### src/rtl/mastermind_pkg.sv
// Shared definitions for the mastermind game blocks: timer state encoding
// and the default tick divider length (one second at 50 MHz).
package mastermind_pkg;

    localparam int DIV_COUNT_DEFAULT = 50_000_000;

    typedef enum logic [1:0] {
        ST_IDLE    = 2'd0,
        ST_RUN     = 2'd1,
        ST_PAUSE   = 2'd2,
        ST_EXPIRED = 2'd3
    } timer_state_e;

    // Counter width able to hold 0..n-1; never narrower than one bit.
    function automatic int div_width(input int n);
        return (n < 2) ? 1 : $clog2(n);
    endfunction

endpackage : mastermind_pkg

### src/rtl/guess_timer_ctrl_if.sv
// Command and status bundle of the guess timer: the game logic (master)
// issues commands, the timer (slave) reports the countdown.
interface guess_timer_ctrl_if #(
    parameter int TIME_W = 6
) ();

    logic              start;
    logic              stop;
    logic              pause;
    logic              resume;
    logic [TIME_W-1:0] load_secs;
    logic [TIME_W-1:0] time_left;
    logic              tick;
    logic              expired;
    logic              running;
    logic              timeout;

    modport master (
        output start, stop, pause, resume, load_secs,
        input  time_left, tick, expired, running, timeout
    );

    modport slave (
        input  start, stop, pause, resume, load_secs,
        output time_left, tick, expired, running, timeout
    );

endinterface : guess_timer_ctrl_if

### src/rtl/tick_divider.sv
// Free-running cycle divider: counts 0..DIV_COUNT-1 while enabled, holds
// otherwise, and flags the last count so the owner can act on the wrap edge.
module tick_divider
    import mastermind_pkg::*;
#(
    parameter int DIV_COUNT = DIV_COUNT_DEFAULT
) (
    input  logic clock,
    input  logic reset_n,
    input  logic enable,
    input  logic clear,
    output logic tick_o
);

    localparam int             Q_W    = div_width(DIV_COUNT);
    localparam logic [Q_W-1:0] Q_LAST = Q_W'(DIV_COUNT - 1);

    logic [Q_W-1:0] q;

    // NOTE: sequential state is updated with non-blocking assignments so every
    // flop samples pre-edge values regardless of process evaluation order.
    always_ff @(posedge clock or negedge reset_n) begin
        if (!reset_n) begin
            q <= '0;
        end else if (clear) begin
            q <= '0;
        end else if (enable) begin
            q <= (q == Q_LAST) ? '0 : q + 1'b1;
        end
    end

    // Combinational on purpose: the controller must see the wrap on the same edge.
    assign tick_o = enable && (q == Q_LAST);

endmodule : tick_divider

### src/rtl/guess_timer_ctrl.sv
// Countdown timer for a guess round: loads a number of seconds, decrements
// once per divider wrap, and supports pause/resume, abort and restart.
module guess_timer_ctrl
    import mastermind_pkg::*;
#(
    parameter int DIV_COUNT = DIV_COUNT_DEFAULT,
    parameter int TIME_W    = 6
) (
    input  logic              clock,
    input  logic              reset_n,
    guess_timer_ctrl_if.slave bus
);

    timer_state_e      state;
    timer_state_e      state_next;
    logic [TIME_W-1:0] time_left_q;
    logic [TIME_W-1:0] time_left_next;
    logic              tick_q;
    logic              tick_next;
    logic              expired_q;
    logic              expired_next;
    logic              running_q;
    logic              timeout_q;

    logic start_ok;
    logic div_enable;
    logic div_clear;
    logic div_tick;

    // A start with zero seconds is not a valid command and is dropped entirely.
    assign start_ok   = bus.start && (bus.load_secs != '0);
    assign div_enable = (state == ST_RUN);
    assign div_clear  = bus.stop || start_ok ||
                        (state == ST_IDLE) || (state == ST_EXPIRED);

    tick_divider #(
        .DIV_COUNT (DIV_COUNT)
    ) u_tick_divider (
        .clock   (clock),
        .reset_n (reset_n),
        .enable  (div_enable),
        .clear   (div_clear),
        .tick_o  (div_tick)
    );

    always_comb begin
        // NOTE: every signal written here gets a default first, so no path
        // through the branches below can leave it unassigned and infer a latch.
        state_next     = state;
        time_left_next = time_left_q;
        tick_next      = 1'b0;
        expired_next   = 1'b0;

        if (bus.stop) begin
            state_next     = ST_IDLE;
            time_left_next = '0;
        end else if (start_ok) begin
            state_next     = ST_RUN;
            time_left_next = bus.load_secs;
        end else begin
            unique case (state)
                ST_RUN: begin
                    if (bus.pause) begin
                        state_next = ST_PAUSE;
                    end
                    // A tick due on the pause edge still counts; expiry overrides pause.
                    if (div_tick && (time_left_q != '0)) begin
                        tick_next      = 1'b1;
                        time_left_next = time_left_q - 1'b1;
                        if (time_left_q == TIME_W'(1)) begin
                            expired_next = 1'b1;
                            state_next   = ST_EXPIRED;
                        end
                    end
                end
                ST_PAUSE: begin
                    if (bus.resume) begin
                        state_next = ST_RUN;
                    end
                end
                ST_EXPIRED: begin
                    time_left_next = '0;
                end
                default: begin
                    state_next = ST_IDLE;
                end
            endcase
        end
    end

    always_ff @(posedge clock or negedge reset_n) begin
        if (!reset_n) begin
            state       <= ST_IDLE;
            time_left_q <= '0;
            tick_q      <= 1'b0;
            expired_q   <= 1'b0;
            running_q   <= 1'b0;
            timeout_q   <= 1'b0;
        end else begin
            state       <= state_next;
            time_left_q <= time_left_next;
            tick_q      <= tick_next;
            expired_q   <= expired_next;
            running_q   <= (state_next == ST_RUN);
            timeout_q   <= (state_next == ST_EXPIRED);
        end
    end

    assign bus.time_left = time_left_q;
    assign bus.tick      = tick_q;
    assign bus.expired   = expired_q;
    assign bus.running   = running_q;
    assign bus.timeout   = timeout_q;

endmodule : guess_timer_ctrl
### src/flat_wrapper.sv
// flat-port wrapper written by rule: the top's interface ports become plain ports
module guess_timer_ctrl_flat import mastermind_pkg::*;
#(
    parameter int DIV_COUNT = DIV_COUNT_DEFAULT,
    parameter int TIME_W    = 6
)
  (clock, reset_n, bus_start, bus_stop, bus_pause, bus_resume, bus_load_secs, bus_time_left, bus_tick, bus_expired, bus_running, bus_timeout);
  guess_timer_ctrl_if #(.TIME_W(TIME_W)) bus_i ();
  input  logic clock;
  input  logic reset_n;
  input wire logic [$bits(bus_i.start)-1:0] bus_start;
  input wire logic [$bits(bus_i.stop)-1:0] bus_stop;
  input wire logic [$bits(bus_i.pause)-1:0] bus_pause;
  input wire logic [$bits(bus_i.resume)-1:0] bus_resume;
  input wire logic [$bits(bus_i.load_secs)-1:0] bus_load_secs;
  output wire logic [$bits(bus_i.time_left)-1:0] bus_time_left;
  output wire logic [$bits(bus_i.tick)-1:0] bus_tick;
  output wire logic [$bits(bus_i.expired)-1:0] bus_expired;
  output wire logic [$bits(bus_i.running)-1:0] bus_running;
  output wire logic [$bits(bus_i.timeout)-1:0] bus_timeout;
  assign bus_i.start = bus_start;
  assign bus_i.stop = bus_stop;
  assign bus_i.pause = bus_pause;
  assign bus_i.resume = bus_resume;
  assign bus_i.load_secs = bus_load_secs;
  assign bus_time_left = bus_i.time_left;
  assign bus_tick = bus_i.tick;
  assign bus_expired = bus_i.expired;
  assign bus_running = bus_i.running;
  assign bus_timeout = bus_i.timeout;
  guess_timer_ctrl #(.DIV_COUNT(DIV_COUNT), .TIME_W(TIME_W)) u_core (.clock(clock), .reset_n(reset_n), .bus(bus_i));
endmodule
### config.mk
export PLATFORM = sky130hd
export DESIGN_NAME = guess_timer_ctrl_flat
export DESIGN_NICKNAME = d
export VERILOG_FILES = /design/src/rtl/mastermind_pkg.sv /design/src/rtl/guess_timer_ctrl_if.sv /design/src/rtl/tick_divider.sv /design/src/rtl/guess_timer_ctrl.sv /design/src/flat_wrapper.sv
export SDC_FILE = /design/constraint.sdc
export NUM_CORES = 1
export LEC_CHECK = 0
export BUFFER_PORTS_ARGS = -buffer_cell sky130_fd_sc_hd__buf_2
export CAP_MARGIN = 20
export CORE_ASPECT_RATIO = 0.5
export CORE_MARGIN = 4
export CORE_UTILIZATION = 60
export CTS_BUF_LIST = sky130_fd_sc_hd__clkbuf_4 sky130_fd_sc_hd__clkbuf_8 sky130_fd_sc_hd__clkbuf_16
export DETAILED_ROUTE_END_ITERATION = 6
export GPL_ROUTABILITY_DRIVEN = 1
export PLACE_DENSITY = 0.8
export SYNTH_ARGS = -nofsm -noshare
export SYNTH_HDL_FRONTEND = slang
export SYNTH_SLANG_ARGS = --single-unit
export TNS_END_PERCENT = 20
### constraint.sdc
create_clock -name clock -period 2.8 [get_ports clock]
set_input_delay 0.56 -clock clock [delete_from_list [all_inputs] [get_ports clock]]
set_output_delay 0.56 -clock clock [all_outputs]
set_load 0.005 [all_outputs]
==> results.ini <==
[drt]
drc_errors = 0
firstDrtPassIters = 5
ant_nets = 0
via_per_inst = 6.47
routed_wl_microns = 5290
vias = 2078
routedWlPerCell_microns = 16.5
drt_iter0_drc = 230

[synthesis]
synth-seq-area-share_pct = 40.3
synth_area_sq_um = 2360
ys_seq_elements = 38
synth_fp_nets = 266
synth_top_family_by_area = simple AND/OR/NAND/NOR gates
yosys.cell_types.count = 58
synth_edf_count = 0
async_reset_ff_share_pct = 100
synth_top_cell_by_area = dfrtp_1
synth-compound-area-share_pct = 20.6
muxShareOfSynthArea_pct = 2.28
yosys_warnings = 0
synth.area.top_cells = dfrtp_1, xor2_1, nor2_1, and3_1, nand2_1
yosys-top-cells-count = dfrtp_1, nor2_1, nand2_1, xor2_1, and3_1
synthXorXnorAreaFrac_pct = 5.19
synth-simple-area-share_pct = 26.2
synth.most_common_cell = dfrtp_1
ys.flop_type = dfrtp_1
synth_cells = 250
synth_top_cell_area_share_pct = 40.3
postSynthAreaPerCell_sq_um = 9.45
synthAdderAreaFrac_pct = 2.12

[power]
power_w = 0.00108
irDropWorstVdd_v = 0.000264
clockPowerShare_pct = 32.0
p_sw_share_pct = 26.6
p_sw_w = 0.000287
p_leak_nw = 1.08
pwr_density_cell_nw_per_um2 = 420
p_int_w = 0.000792
combPwrFrac_pct = 13.7
seqPwrFrac_pct = 54.3

[finish]
final_util_pct = 71.3
antenna_cells = 0
fin_cells = 321
final_layout_size_suffix_gt1_share_pct = 16.7
area_growth_pct = 8.69
nets = 286

[setup_path]
path_max_fanout = 10
cp_data_required_time_ns = 2.96
cp.arrival_ns = 2.33
worstSetupPathType = register to register
critPathLaunchType = register
end_kind = register
cp_common_cell = a21oi_2
cpPeakStageDelay_ns = 0.44
critical_path.slowest_cell = dfrtp_1
crit_chain = nor4_1 -> and4_1 -> a21oi_2 -> a21oi_2 -> buf_4 -> o22ai_1

[timing]
whs_ns = 0.354
drv_slew = 0
grt_setup_unrepaired = no
setup_violations = 0
hold_viol_final = 0
layout_min_cycle_time_ns = 2.17
fin_skew_ns = 0.00449
finalSetupTns_ns = 0
slew_headroom_pct = 46.2
finalCritPeriodShare_pct = 77.6
max_freq_mhz = 460
tightest_slew_ns = 0.807

[clock_tree]
numCtsBuffers = 5
root_buffer = clkbuf_8
clkTransAtPathRegs_ns = 0.07
cts_hold_buffers = 0
clkSinkCount = 38
clk_latency_ns = 0.29
htreeDepth = 2
cts_setup_buffers = 0
cts_max_path_buffers = 2
cts_tree = done
cts-resized-gates = 0

[global_routing]
grt_max_degree = 39
grt_use_total_pct = 22.0
grt-ovfl-total = 0
grt_pass1_wl_microns = 8910
antenna_found_initial = 0
grt_pass1_vias = 1872

[floorplan]
pin_count = 22
initial_core_util_pct = 65.6
design.core.area_sq_um = 3600
chipWidth_microns = 96.7
die_height_microns = 52.4
dieArea_sq_um = 5070
num_rows = 15

[place]
hpwlAfterDp_microns = 3880
gp_congestion = 0.927
dp.cells = 314
io_buffers = 21

[outcome]
outcome = completed

[flow_run]
maxCapViolCount = 0

[hold_path]
hold_class = input pin to asynchronous set/reset pin

-- critical path: cells and delay by family, from the launching register on --
kind,cells,cell delay [ns]
AND/OR/NAND/NOR,2,0.78
AO/OA/AOI/OAI,3,0.58
flip-flops,1,0.44
buffers and inverters,1,0.24
-- final timing paths --
kind,slack (ns),to,start,depth (start not counted)
max,0.63,u_core.u_tick_divider.q[14]$_DFFE_PN0P_,u_core.u_tick_divider.q[8]$_DFFE_PN0P_,6
min,0.35,u_core.bus.time_left[1]$_DFFE_PN0P_,reset_n,1
max reg2reg,0.63,u_core.u_tick_divider.q[14]$_DFFE_PN0P_,u_core.u_tick_divider.q[8]$_DFFE_PN0P_,6
min reg2reg,0.54,u_core.u_tick_divider.q[22]$_DFFE_PN0P_,u_core.u_tick_divider.q[22]$_DFFE_PN0P_,2
max in group asynchronous,1.92,u_core.bus.time_left[3]$_DFFE_PN0P_,reset_n,1
min in group clock,0.54,u_core.u_tick_divider.q[22]$_DFFE_PN0P_,u_core.u_tick_divider.q[22]$_DFFE_PN0P_,2
-- cell families after synthesis --
| group | count (synthesis) |
|---|---|
| adders and majority gates | 4 |
| and+or+nand+nor | 108 |
| xor gates and xnor gates | 14 |
| muxes | 5 |
| DFF | 38 |
| AOI/OAI and AO/OA | 64 |
| buffers and inverters | 17 |
-- power groups by stage --
stage / clock [W] / combinational (W) / sequential (W)
after global routing: 0.000384 / 0.000164 / 0.000588
after detailed placement: 0 / 0.000148 / 0.000596
final: 0.000345 / 0.000148 / 0.000585
after global placement: 0 / 0.000144 / 0.000595
after CTS: 0.000356 / 0.000148 / 0.000585
after floorplan: 0 / 0.0000951 / 0.000590
-- per-layer routing --
metal / vias to the layer above / track usage (%) / wire [microns]
li1: 982 / - / -
met1: 988 / 30.4 / 2490
met2: 101 / 34.9 / 2260
met3: 7 / 5.58 / 487
met4: 0 / 6.06 / 44
met5: - / 0 / 0
-- sequential cells by signal (all words and copies together) (netlist names) --
name,cells
u_core.bus.running,1
u_core.bus.tick,1
u_core.bus.timeout,1
u_core.bus.expired,1
u_core.bus.time_left,6
u_core.state,2
u_core.u_tick_divider.q,26
-- stage by stage --
step / setup WS [ns] / cell area, sq um
CTS: 0.702 / 2570
global route: 0.492 / 2570
global placement: 0.550 / 2490
finish: 0.628 / 2570
detailed placement: 0.510 / 2490
floorplan: 0.879 / 2360
-- final cells by class --
cell class	instances	area [sq um]
Multi-Input combinational cell	195	1330
Fill cell	299	1040
Sequential cell	38	951
Timing Repair Buffer	22	113
Clock buffer	5	68.8
Tap cell	51	63.8
Inverter	8	30.0
Clock inverter	2	10.0
-- cell usage in the layout (no fill, tap or decap), types with 3 or more instances in the layout --
master | Yosys | final
a211o_1 | 3 | 3
a21oi_1 | 9 | 9
a21oi_2 | 3 | 3
a31oi_1 | 3 | 3
a32oi_1 | 4 | 4
and3_1 | 11 | 11
and4_1 | 4 | 4
buf_2 | 4 | 21
clkbuf_8 | 0 | 5
dfrtp_1 | 38 | 38
ha_1 | 4 | 4
inv_1 | 8 | 8
mux2_2 | 3 | 3
nand2_1 | 18 | 18
nand2b_1 | 4 | 4
nand3_1 | 9 | 9
nand4_1 | 4 | 4
nor2_1 | 26 | 26
nor2_2 | 3 | 3
nor2b_1 | 4 | 4
nor3b_1 | 3 | 3
nor4_1 | 4 | 4
o2111ai_1 | 7 | 7
o211ai_1 | 4 | 4
o21ai_0 | 10 | 10
o31ai_1 | 4 | 4
xor2_1 | 13 | 13
(Power assumes the default switching activity.)
